### src/rtl/simon_pkg.sv
// Shared constants, state encoding and rotate helpers for the 2-share SIMON-128/128 core.
package simon_pkg;

    localparam int N_ROUNDS = 68;
    localparam int WORD     = 64;

    localparam logic [WORD-1:0] C  = 64'hFFFF_FFFF_FFFF_FFFC;
    localparam logic [61:0]     Z2 = 62'b10101111011100000011010010011000101000010001111110010110110011;

    typedef enum logic [1:0] {
        IDLE = 2'd0,
        RUN  = 2'd1,
        DONE = 2'd2
    } state_e;

    function automatic logic [WORD-1:0] rol1(input logic [WORD-1:0] v);
        return {v[62:0], v[63]};
    endfunction

    function automatic logic [WORD-1:0] rol2(input logic [WORD-1:0] v);
        return {v[61:0], v[63:62]};
    endfunction

    function automatic logic [WORD-1:0] rol8(input logic [WORD-1:0] v);
        return {v[55:0], v[63:56]};
    endfunction

    function automatic logic [WORD-1:0] ror1(input logic [WORD-1:0] v);
        return {v[0], v[63:1]};
    endfunction

    function automatic logic [WORD-1:0] ror3(input logic [WORD-1:0] v);
        return {v[2:0], v[63:3]};
    endfunction

    // z2 is stored MSB-first, so sequence element i lives at bit 61-i.
    function automatic logic z2_bit(input logic [6:0] rnd);
        logic [5:0] idx;
        idx = (rnd >= 7'd62) ? 6'(rnd - 7'd62) : rnd[5:0];
        return Z2[6'd61 - idx];
    endfunction

endpackage

### src/rtl/simon_round_2share.sv
// One masked SIMON round plus one key-schedule step, computed for both shares.
module simon_round_2share
    import simon_pkg::*;
(
    input  logic [WORD-1:0] x_a,
    input  logic [WORD-1:0] y_a,
    input  logic [WORD-1:0] x_b,
    input  logic [WORD-1:0] y_b,
    input  logic [WORD-1:0] k0_a,
    input  logic [WORD-1:0] k1_a,
    input  logic [WORD-1:0] k0_b,
    input  logic [WORD-1:0] k1_b,
    input  logic [6:0]      rnd,
    output logic [WORD-1:0] x_a_nxt,
    output logic [WORD-1:0] y_a_nxt,
    output logic [WORD-1:0] x_b_nxt,
    output logic [WORD-1:0] y_b_nxt,
    output logic [WORD-1:0] k2_a,
    output logic [WORD-1:0] k2_b
);

    logic [WORD-1:0] s1_a_s, s2_a_s, s8_a_s;
    logic [WORD-1:0] s1_b_s, s2_b_s, s8_b_s;
    logic [WORD-1:0] f_a_s, f_b_s;
    logic [WORD-1:0] t_a_s, t_b_s;
    logic [WORD-1:0] rc_s;

    assign s1_a_s = rol1(x_a);
    assign s2_a_s = rol2(x_a);
    assign s8_a_s = rol8(x_a);
    assign s1_b_s = rol1(x_b);
    assign s2_b_s = rol2(x_b);
    assign s8_b_s = rol8(x_b);

    // Cross-share AND terms: the two f shares XOR to (S1 x)&(S8 x) ^ S2 x.
    assign f_a_s = (s1_a_s & s8_a_s) ^ (s1_a_s & s8_b_s) ^ s2_a_s;
    assign f_b_s = (s1_b_s & s8_b_s) ^ (s1_b_s & s8_a_s) ^ s2_b_s;

    assign x_a_nxt = y_a ^ f_a_s ^ k0_a;
    assign y_a_nxt = x_a;
    assign x_b_nxt = y_b ^ f_b_s ^ k0_b;
    assign y_b_nxt = x_b;

    // Key schedule is linear, so the round constant goes into share A only.
    assign t_a_s = ror3(k1_a);
    assign t_b_s = ror3(k1_b);
    assign rc_s  = C ^ {{(WORD-1){1'b0}}, z2_bit(rnd)};
    assign k2_a  = k0_a ^ t_a_s ^ ror1(t_a_s) ^ rc_s;
    assign k2_b  = k0_b ^ t_b_s ^ ror1(t_b_s);

endmodule

### src/rtl/simon2share_core.sv
// Round-based 2-share masked SIMON-128/128 encryption core with serial share loading.
// Define SIMON2SHARE_SHARE_OUT_EN to expose the raw final shares on cipher_out_a/cipher_out_b.
module simon2share_core
    import simon_pkg::*;
(
    input  logic         clk,
    input  logic         rst_n,
    input  logic         data_ina,
    input  logic         data_inb,
    input  logic [1:0]   data_rdy,
    output logic [127:0] cipher_out,
    output logic         Done,
    output logic         Trig
`ifdef SIMON2SHARE_SHARE_OUT_EN
    ,
    output logic [127:0] cipher_out_a,
    output logic [127:0] cipher_out_b
`endif
);

    state_e          state_r, state_nxt_s;
    logic [6:0]      rnd_r;
    logic [127:0]    key_a_r, key_b_r, pt_a_r, pt_b_r;
    logic [WORD-1:0] x_a_r, y_a_r, x_b_r, y_b_r;
    logic [WORD-1:0] k0_a_r, k1_a_r, k0_b_r, k1_b_r;
    logic [WORD-1:0] x_a_s, y_a_s, x_b_s, y_b_s, k2_a_s, k2_b_s;
    logic [127:0]    cipher_r;
    logic            done_r, trig_r;
    logic            loadable_s, load_key_s, load_pt_s, start_s, last_round_s;

    assign loadable_s   = (state_r == IDLE) || (state_r == DONE);
    assign load_key_s   = loadable_s && (data_rdy == 2'b10);
    assign load_pt_s    = loadable_s && (data_rdy == 2'b01);
    assign start_s      = (state_r == IDLE) && (data_rdy == 2'b11);
    assign last_round_s = (state_r == RUN) && (rnd_r == 7'(N_ROUNDS - 1));

    simon_round_2share u_round (
        .x_a     (x_a_r),
        .y_a     (y_a_r),
        .x_b     (x_b_r),
        .y_b     (y_b_r),
        .k0_a    (k0_a_r),
        .k1_a    (k1_a_r),
        .k0_b    (k0_b_r),
        .k1_b    (k1_b_r),
        .rnd     (rnd_r),
        .x_a_nxt (x_a_s),
        .y_a_nxt (y_a_s),
        .x_b_nxt (x_b_s),
        .y_b_nxt (y_b_s),
        .k2_a    (k2_a_s),
        .k2_b    (k2_b_s)
    );

    // Next-state logic for the IDLE/RUN/DONE controller.
    always_comb begin
        state_nxt_s = state_r;
        case (state_r)
            IDLE: begin
                if (start_s) state_nxt_s = RUN;
                else         state_nxt_s = IDLE;
            end
            RUN: begin
                if (last_round_s) state_nxt_s = DONE;
                else              state_nxt_s = RUN;
            end
            DONE: begin
                if (load_key_s || load_pt_s) state_nxt_s = IDLE;
                else                         state_nxt_s = DONE;
            end
            default: state_nxt_s = IDLE;
        endcase
    end

    // Controller state register.
    always_ff @(posedge clk) begin
        if (!rst_n) state_r <= IDLE;
        else        state_r <= state_nxt_s;
    end

    // Serial share loaders; bit i of the stream ends at register bit i.
    always_ff @(posedge clk) begin
        if (!rst_n) begin
            key_a_r <= 128'd0;
            key_b_r <= 128'd0;
            pt_a_r  <= 128'd0;
            pt_b_r  <= 128'd0;
        end else begin
            if (load_key_s) begin
                key_a_r <= {data_ina, key_a_r[127:1]};
                key_b_r <= {data_inb, key_b_r[127:1]};
            end
            if (load_pt_s) begin
                pt_a_r <= {data_ina, pt_a_r[127:1]};
                pt_b_r <= {data_inb, pt_b_r[127:1]};
            end
        end
    end

    // Masked state and round-key pipeline, one round per clock in RUN.
    always_ff @(posedge clk) begin
        if (!rst_n) begin
            x_a_r  <= 64'd0;
            y_a_r  <= 64'd0;
            x_b_r  <= 64'd0;
            y_b_r  <= 64'd0;
            k0_a_r <= 64'd0;
            k1_a_r <= 64'd0;
            k0_b_r <= 64'd0;
            k1_b_r <= 64'd0;
            rnd_r  <= 7'd0;
        end else if (start_s) begin
            x_a_r  <= pt_a_r[127:64];
            y_a_r  <= pt_a_r[63:0];
            x_b_r  <= pt_b_r[127:64];
            y_b_r  <= pt_b_r[63:0];
            k0_a_r <= key_a_r[63:0];
            k1_a_r <= key_a_r[127:64];
            k0_b_r <= key_b_r[63:0];
            k1_b_r <= key_b_r[127:64];
            rnd_r  <= 7'd0;
        end else if (state_r == RUN) begin
            x_a_r  <= x_a_s;
            y_a_r  <= y_a_s;
            x_b_r  <= x_b_s;
            y_b_r  <= y_b_s;
            k0_a_r <= k1_a_r;
            k1_a_r <= k2_a_s;
            k0_b_r <= k1_b_r;
            k1_b_r <= k2_b_s;
            rnd_r  <= rnd_r + 7'd1;
        end
    end

    // Registered result, Done flag and single-cycle trigger.
    always_ff @(posedge clk) begin
        if (!rst_n) begin
            cipher_r <= 128'd0;
            done_r   <= 1'b0;
            trig_r   <= 1'b0;
        end else begin
            trig_r <= start_s;
            if (last_round_s) begin
                cipher_r <= {x_a_s ^ x_b_s, y_a_s ^ y_b_s};
                done_r   <= 1'b1;
            end else if (state_r == DONE && (load_key_s || load_pt_s)) begin
                cipher_r <= 128'd0;
                done_r   <= 1'b0;
            end
        end
    end

    assign cipher_out = cipher_r;
    assign Done       = done_r;
    assign Trig       = trig_r;

`ifdef SIMON2SHARE_SHARE_OUT_EN
    logic [127:0] share_a_r, share_b_r;

    // Raw final shares, held alongside the recombined result.
    always_ff @(posedge clk) begin
        if (!rst_n) begin
            share_a_r <= 128'd0;
            share_b_r <= 128'd0;
        end else if (last_round_s) begin
            share_a_r <= {x_a_s, y_a_s};
            share_b_r <= {x_b_s, y_b_s};
        end else if (state_r == DONE && (load_key_s || load_pt_s)) begin
            share_a_r <= 128'd0;
            share_b_r <= 128'd0;
        end
    end

    assign cipher_out_a = share_a_r;
    assign cipher_out_b = share_b_r;
`endif

endmodule

### config.mk
export PLATFORM = sky130hd
export DESIGN_NAME = simon2share_core
export DESIGN_NICKNAME = d
export VERILOG_FILES = /design/src/rtl/simon_pkg.sv /design/src/rtl/simon_round_2share.sv /design/src/rtl/simon2share_core.sv
export SDC_FILE = /design/constraint.sdc
export NUM_CORES = 2
export LEC_CHECK = 0
export ABC_AREA = 1
export BUFFER_PORTS_ARGS = -buffer_cell sky130_fd_sc_hd__buf_2
export CAP_MARGIN = 20
export CELL_PAD_IN_SITES_DETAIL_PLACEMENT = 1
export CELL_PAD_IN_SITES_GLOBAL_PLACEMENT = 2
export CORE_ASPECT_RATIO = 1.5
export CORE_MARGIN = 4
export CORE_UTILIZATION = 35
export CTS_BUF_LIST = sky130_fd_sc_hd__clkbuf_8 sky130_fd_sc_hd__clkbuf_16
export CTS_CLUSTER_DIAMETER = 80
export CTS_CLUSTER_SIZE = 40
export DETAILED_ROUTE_END_ITERATION = 6
export PLACE_DENSITY = 0.84
export SETUP_SLACK_MARGIN = 0.05
export SKIP_CTS_REPAIR_TIMING = 1
export SLEW_MARGIN = 10
export SYNTH_ARGS = -nofsm -noshare
export SYNTH_HDL_FRONTEND = slang
export SYNTH_HIERARCHICAL = 1
export SYNTH_SLANG_ARGS = --single-unit
export TNS_END_PERCENT = 20
### constraint.sdc
create_clock -name clk -period 3.5 [get_ports clk]
set_clock_uncertainty 0.1 [all_clocks]
set_input_delay 0.7 -clock clk [delete_from_list [all_inputs] [get_ports clk]]
set_output_delay 0.7 -clock clk [all_outputs]
set_load 0.03 [all_outputs]
-- Word level (Yosys, flattened, before mapping)
Memories as Yosys holds them, arrays and structs flattened.
Cells that the tools add are included.
- flip-flop bits (word level): 1163
- memory bits (read-only): 64
- input port bits: 6
- output and inout bits: 130
- logic and storage cells: 86
- memories kept: 1
- add/sub/neg operators: 3
- order comparisons: 2
- equal/unequal tests: 6
- muxes and demuxes: 26
- bitwise logic cells: 20
- reductions and logical operators: 11
- memories (name ; words ; width ; rd ports ; clocked after Yosys merged registers in ; write ports ; line ; text):
    (no name shown) ; 64 ; 1 ; 1 ; 0 ; 0 ; simon_pkg.sv:40 ; return Z2[6'd61 - idx];
- operator list (operator ; count):
    $mux W64 ; 16
    $xor A64 B64 Y64 ; 15
    $and A64 B64 Y64 ; 4
    $mux W128 ; 2
    $add A7 B1 Y7 const B ; 1
    $eq A7 B7 Y1 const B ; 1
    $ge A7 B6 Y1 const B ; 1
    $lt A6 B7 Y1 const B ; 1
    $eq A2 B2 Y1 const B ; 3
    $mux W6 ; 1
    $pmux W2 S3 ; 1
    $sub A6 B6 Y6 const A ; 1
    $sub A6 B6 Y6 const B ; 1
    $logic_and A1 B1 Y1 ; 5
    $eq A2 B1 Y1 const B ; 2
    $mux W1 ; 4
    $mux W2 ; 2
    $reduce_bool A2 Y1 ; 2
    $logic_not A2 Y1 ; 1
    $logic_or A1 B1 Y1 ; 2
    $reduce_or A2 Y1 ; 1
    $not A1 Y1 ; 1

-- Logic depth before layout (Yosys ltp)
- depth in word-level cells: 8
- gate-level depth with buffers: 18
- gate-level depth less buffers: 18

-- Hierarchy
The synthesis kept the hierarchy.
- by module, submodules not included (module ; instances ; cells an instance ; area an instance (um2) ; sequential area each (um2)):
    simon2share_core ; 1 ; 5840 ; 45504.9 ; 23282.3
    simon_round_2share ; 1 ; 1190 ; 8645.8 ; 0.0

-- Worst setup path before layout
Ideal clock, no wire load.
- path type: register to register
- start: register rnd_r[1]
- end: register k1_a_r[0]
- library setup time: 0.119 ns
- arrival: 2.325 ns
- required time: 3.281 ns
- slack: 0.955 ns
- stages on the path, launching flop included: 16
- path buffers: 0
- period minus slack after synthesis: 2.545 ns
- cell sequence: dfxtp_1 -> ha_1 -> nand4_4 -> nand3_1 -> nand2_4 -> ha_1 -> inv_1 -> or2_2 -> nand3_1 -> nand2_1 -> nand2_1 -> nand3_1 -> nand3_1 -> nand2_1 -> o21ai_0 -> a21oi_1
- word-level cells in the longest chain between the ends: 8
- elaborated cells between the ends (all ways): 9
- classes of those cells: 2 x add/sub; 1 x order compare; 4 x mux; 1 x bitwise; 1 x memory
- RTL lines (element ; line ; text):
    start: declaration ; simon2share_core.sv:22 ; logic [6:0] rnd_r;
    start signal: assignment ; simon2share_core.sv:131 ; rnd_r <= rnd_r + 7'd1;
    $sub A6 B6 Y6 / $ge A7 B6 Y1 (equally long branches) ; simon_pkg.sv:39 ; idx = (rnd >= 7'd62) ? 6'(rnd - 7'd62) : rnd[5:0];
    $mux W6 (*) ; simon_pkg.sv:39 ;
    $sub A6 B6 Y6 (*) ; simon_pkg.sv:40 ;
    $mem_v2 Z64 W1 (*) ; n/a ;
    $mux W1 (not written as such) (*) ; simon_pkg.sv:40 ;
    $xor A64 B64 Y64 (*) ; simon_round_2share.sv:48 ; assign k2_a = k0_a ^ t_a_s ^ ror1(t_a_s) ^ rc_s;
    named net k2_a_s[0] ; simon2share_core.sv:26 ; logic [WORD-1:0] x_a_s, y_a_s, x_b_s, y_b_s, k2_a_s, k2_b_s;
    $mux W64 (*) ; simon2share_core.sv:122 ; end else if (state_r == RUN) begin
    $mux W64 (*) ; simon2share_core.sv:112 ; end else if (start_s) begin
    end signal: assignment ; simon2share_core.sv:118 ; k1_a_r <= key_a_r[127:64];
    end signal: assignment ; simon2share_core.sv:128 ; k1_a_r <= k2_a_s;
    end: declaration ; simon2share_core.sv:25 ; logic [WORD-1:0] k0_a_r, k1_a_r, k0_b_r, k1_b_r;
Mark *: on every way through the listed nets, which the timed path passes. The rest lies on a longest branch. The select of a mux whose other input is x is not followed.
A chain may end at the register's enable or synchronous reset.

-- Worst setup path in the final report
Ends and elaborated chain as after synthesis.

==> reports/metrics.yaml <==
drv_slew: 0
track_usage: 0.195
synthCells: 7030
crit_path_start_kind: "flip-flop"
drv_cap: 0
worstReg2RegStart: "rnd_r[1]$_SDFFE_PP0P_"
yosys_warnings: 6
layout.cells.most_common: "o21ai_0"
cts.sinks: 1163
yosysSeqAreaShare: 0.430
yosys-mux-area-fraction: 0
vias: 45066
async_flop_share: 0
layout_min_cycle_time_ns: 2.97
postRouteAntennaNets: 0
grt_pass1_wl_um: 259000
ir_worst_vdd_uv: 379
multiInputGateArea_um2: 25200
die_h_um: 490
synth_xor_area_frac: 0.135
min-delay-path-class: "in -> reg"
status: "finished clean"
yosys.area_share.adder: 0.00116
clkTransAtPathRegs_ns: 0.14
gp_congestion: 0.809
portBuffers: 135
synthFlopType: "dfxtp_1"
synth_top_area_share: 0.430
reg2reg_depth: 17
syn_to_final_growth_pct: 4.90
antenna_found_initial: 5
p_per_area_nw_per_um2: 508
synthTopCellsByArea: "dfxtp_1 (43%), o21ai_0 (12%), a21oi_1 (11%)"
via_per_inst: 5.18
leakagePower_nw: 20.7
tritoncts: "built"
die_area_um2: 161000
grt_pass1_vias: 45475
initial_core_util: 0.353
cts_inserted_buffers: 42
cts-root-buf: "clkbuf_16"
final.fill_count: 18719
first_pass_iters: 5
grt-ovfl-total: 0
hold_viol: 0
synth_fp_nets: 7041
r2r-end: "k1_a_r[0]$_SDFFE_PN0P_"
rows: 176
insertion_delay_ns: 0.70
dp_hpwl_um: 104000
wl_per_cell_um: 18.7
fin_ws_ns: 0.526
synthesis.area_um2: 54200
grt_max_degree: 239
remaining_drc_errors: 0
setup_viol: 0
startpoint: "rnd_r[1]$_SDFFE_PP0P_"
htreeDepth: 2
reg2reg_slack_ns: 0.53
synth_top_family_by_area: "compound AO/OA/AOI/OAI gates"
cp-end-kind: "flip-flop"
synth_seq_cells: 1163
yosysUniqueCellTypes: 32
cp_max_fo: 9
rsz0062_at_grt: "false"
synth-simple-area-share: 0.0813
synth-compound-area-share: 0.247
crit_arrival_ns: 3.52
ioPinCount: 136
hold_ws_ns: 0.196
slew_headroom: 0.228
coreArea_um2: 153000
worst_slew_pin_slew_ns: 1.16
mostFrequentLayoutCells: "o21ai_0 (1294), dfxtp_1 (1163), a21oi_1 (1158)"
worstPathRequired_ns: 4.04
drive_gt1_frac: 0.0457
criticalPathCategory: "reg -> reg"
drt_iter0_drc: 2589
power.total_mw: 28.8
fin_crit_sh: 0.850
clockBufferDepth: 3
wirelength_um: 162000
synth_area_per_cell_um2: 7.70
endpoint: "k1_a_r[0]$_SDFFE_PN0P_"
yosysTopAreaCell: "dfxtp_1"
synth_edf_count: 0
dp_slack_ns: 0.589
die_w_um: 329
final_nets: 6636
max_freq_ghz: 0.336
fin_setup_tns_ns: 0
final-seq-area_um2: 23300
synthesized netlist by cell type, types with 4 or more instances:
master    instances
o21ai_0        1294
dfxtp_1        1163
a21oi_1        1158
nand2_1         687
inv_1           662
xnor2_1         451
xor2_1          384
clkbuf_1        321
nand3_1         280
o21ai_1         214
buf_2           147
buf_4           138
nor2_1           48
clkbuf_2         17
buf_1            16
nand2_2          10
buf_6             9
ha_1              5
nand3_2           5
nand2_4           4
nand4_1           4
sequential cells by signal (all words and copies together), names as in the netlist, 2 cells and up:
signal	cells
k0_a_r	64
state_r	2
pt_a_r	128
y_b_r	64
key_b_r	128
k0_b_r	64
pt_b_r	128
k1_b_r	64
key_a_r	128
y_a_r	64
k1_a_r	64
x_a_r	64
x_b_r	64
cipher_out	128
rnd_r	7
worst min path at each step:
stage                       startpoint  slack [ns]  cells after the start                   endpoint
5_1_grt                       data_inb        0.21                      3   pt_b_r[127]$_SDFFE_PN0P_
4_1_cts                       data_inb        0.15                      3  key_b_r[127]$_SDFFE_PN0P_
3_5_place_dp    pt_b_r[0]$_SDFFE_PN0P_        0.34                      2     pt_b_r[0]$_SDFFE_PN0P_
3_3_place_gp    pt_a_r[0]$_SDFFE_PN0P_        0.33                      2     pt_a_r[0]$_SDFFE_PN0P_
6_report                      data_inb        0.20                      3  key_b_r[127]$_SDFFE_PN0P_
2_1_floorplan  key_a_r[0]$_SDFFE_PN0P_        0.32                      2    key_a_r[0]$_SDFFE_PN0P_
metal layers:
| layer | up-vias | share of wire | GRT usage |
|---|---|---|---|
| met1 | 22347 | 0.46 | 0.258 |
| met3 | 122 | 0.026 | 0.0157 |
| met2 | 487 | 0.49 | 0.347 |
| li1 | 22108 | - | - |
| met4 | 2 | 0.021 | 0.0425 |
| met5 | - | 0.000098 | 0 |
critical path: stages, from the launching register on:
cell and delay, ns:
dfxtp_1 0.54, ha_1 0.32, nand4_4 0.20, nand2_4 0.17
nand2_1 0.11, nand2_4 0.09, ha_1 0.24, inv_1 0.12
nand2_1 0.08, o21ai_0 0.17, nand2_1 0.08, nand3_1 0.12
nand3_1 0.11, nand2_1 0.09, nand2_1 0.05, nand2_1 0.05
o21ai_0 0.08, a21oi_1 0.19
area by class of cell:
type / count / area share
Clock inverter: 29 / 0.00725
Timing Repair Buffer: 199 / 0.0298
Antenna cell: 3 / 0.000132
Clock buffer: 46 / 0.0197
Tap cell: 2047 / 0.0451
Sequential cell: 1163 / 0.410
Inverter: 667 / 0.0446
Multi-Input combinational cell: 4552 / 0.444
cell families after synthesis:
| logic type | Yosys count |
|---|---|
| xor+xnor | 835 |
| simple gates | 1044 |
| buf+inv | 1315 |
| compound gates | 2668 |
| fa+ha+maj | 5 |
| flops | 1163 |
per-stage QoR:
stage           util  cell area (µm²)  std cells
2_1_floorplan      -            54200       7030
3_3_place_gp   0.360            55300       8628
3_5_place_dp   0.360            55300       8628
4_1_cts        0.370            56800       8703
5_1_grt        0.370            56800       8704
6_report       0.370            56800       8706
where the power goes:
| part | leakage (nW) | total [mW] | internal [mW] | switching, mW |
|---|---|---|---|---|
| combinational | 10.4 | 5.89 | 2.27 | 3.62 |
| sequential | 9.55 | 15.5 | 14.3 | 1.26 |
| clock | 0.744 | 7.44 | 2.63 | 4.80 |
(Power assumes the default switching activity.)
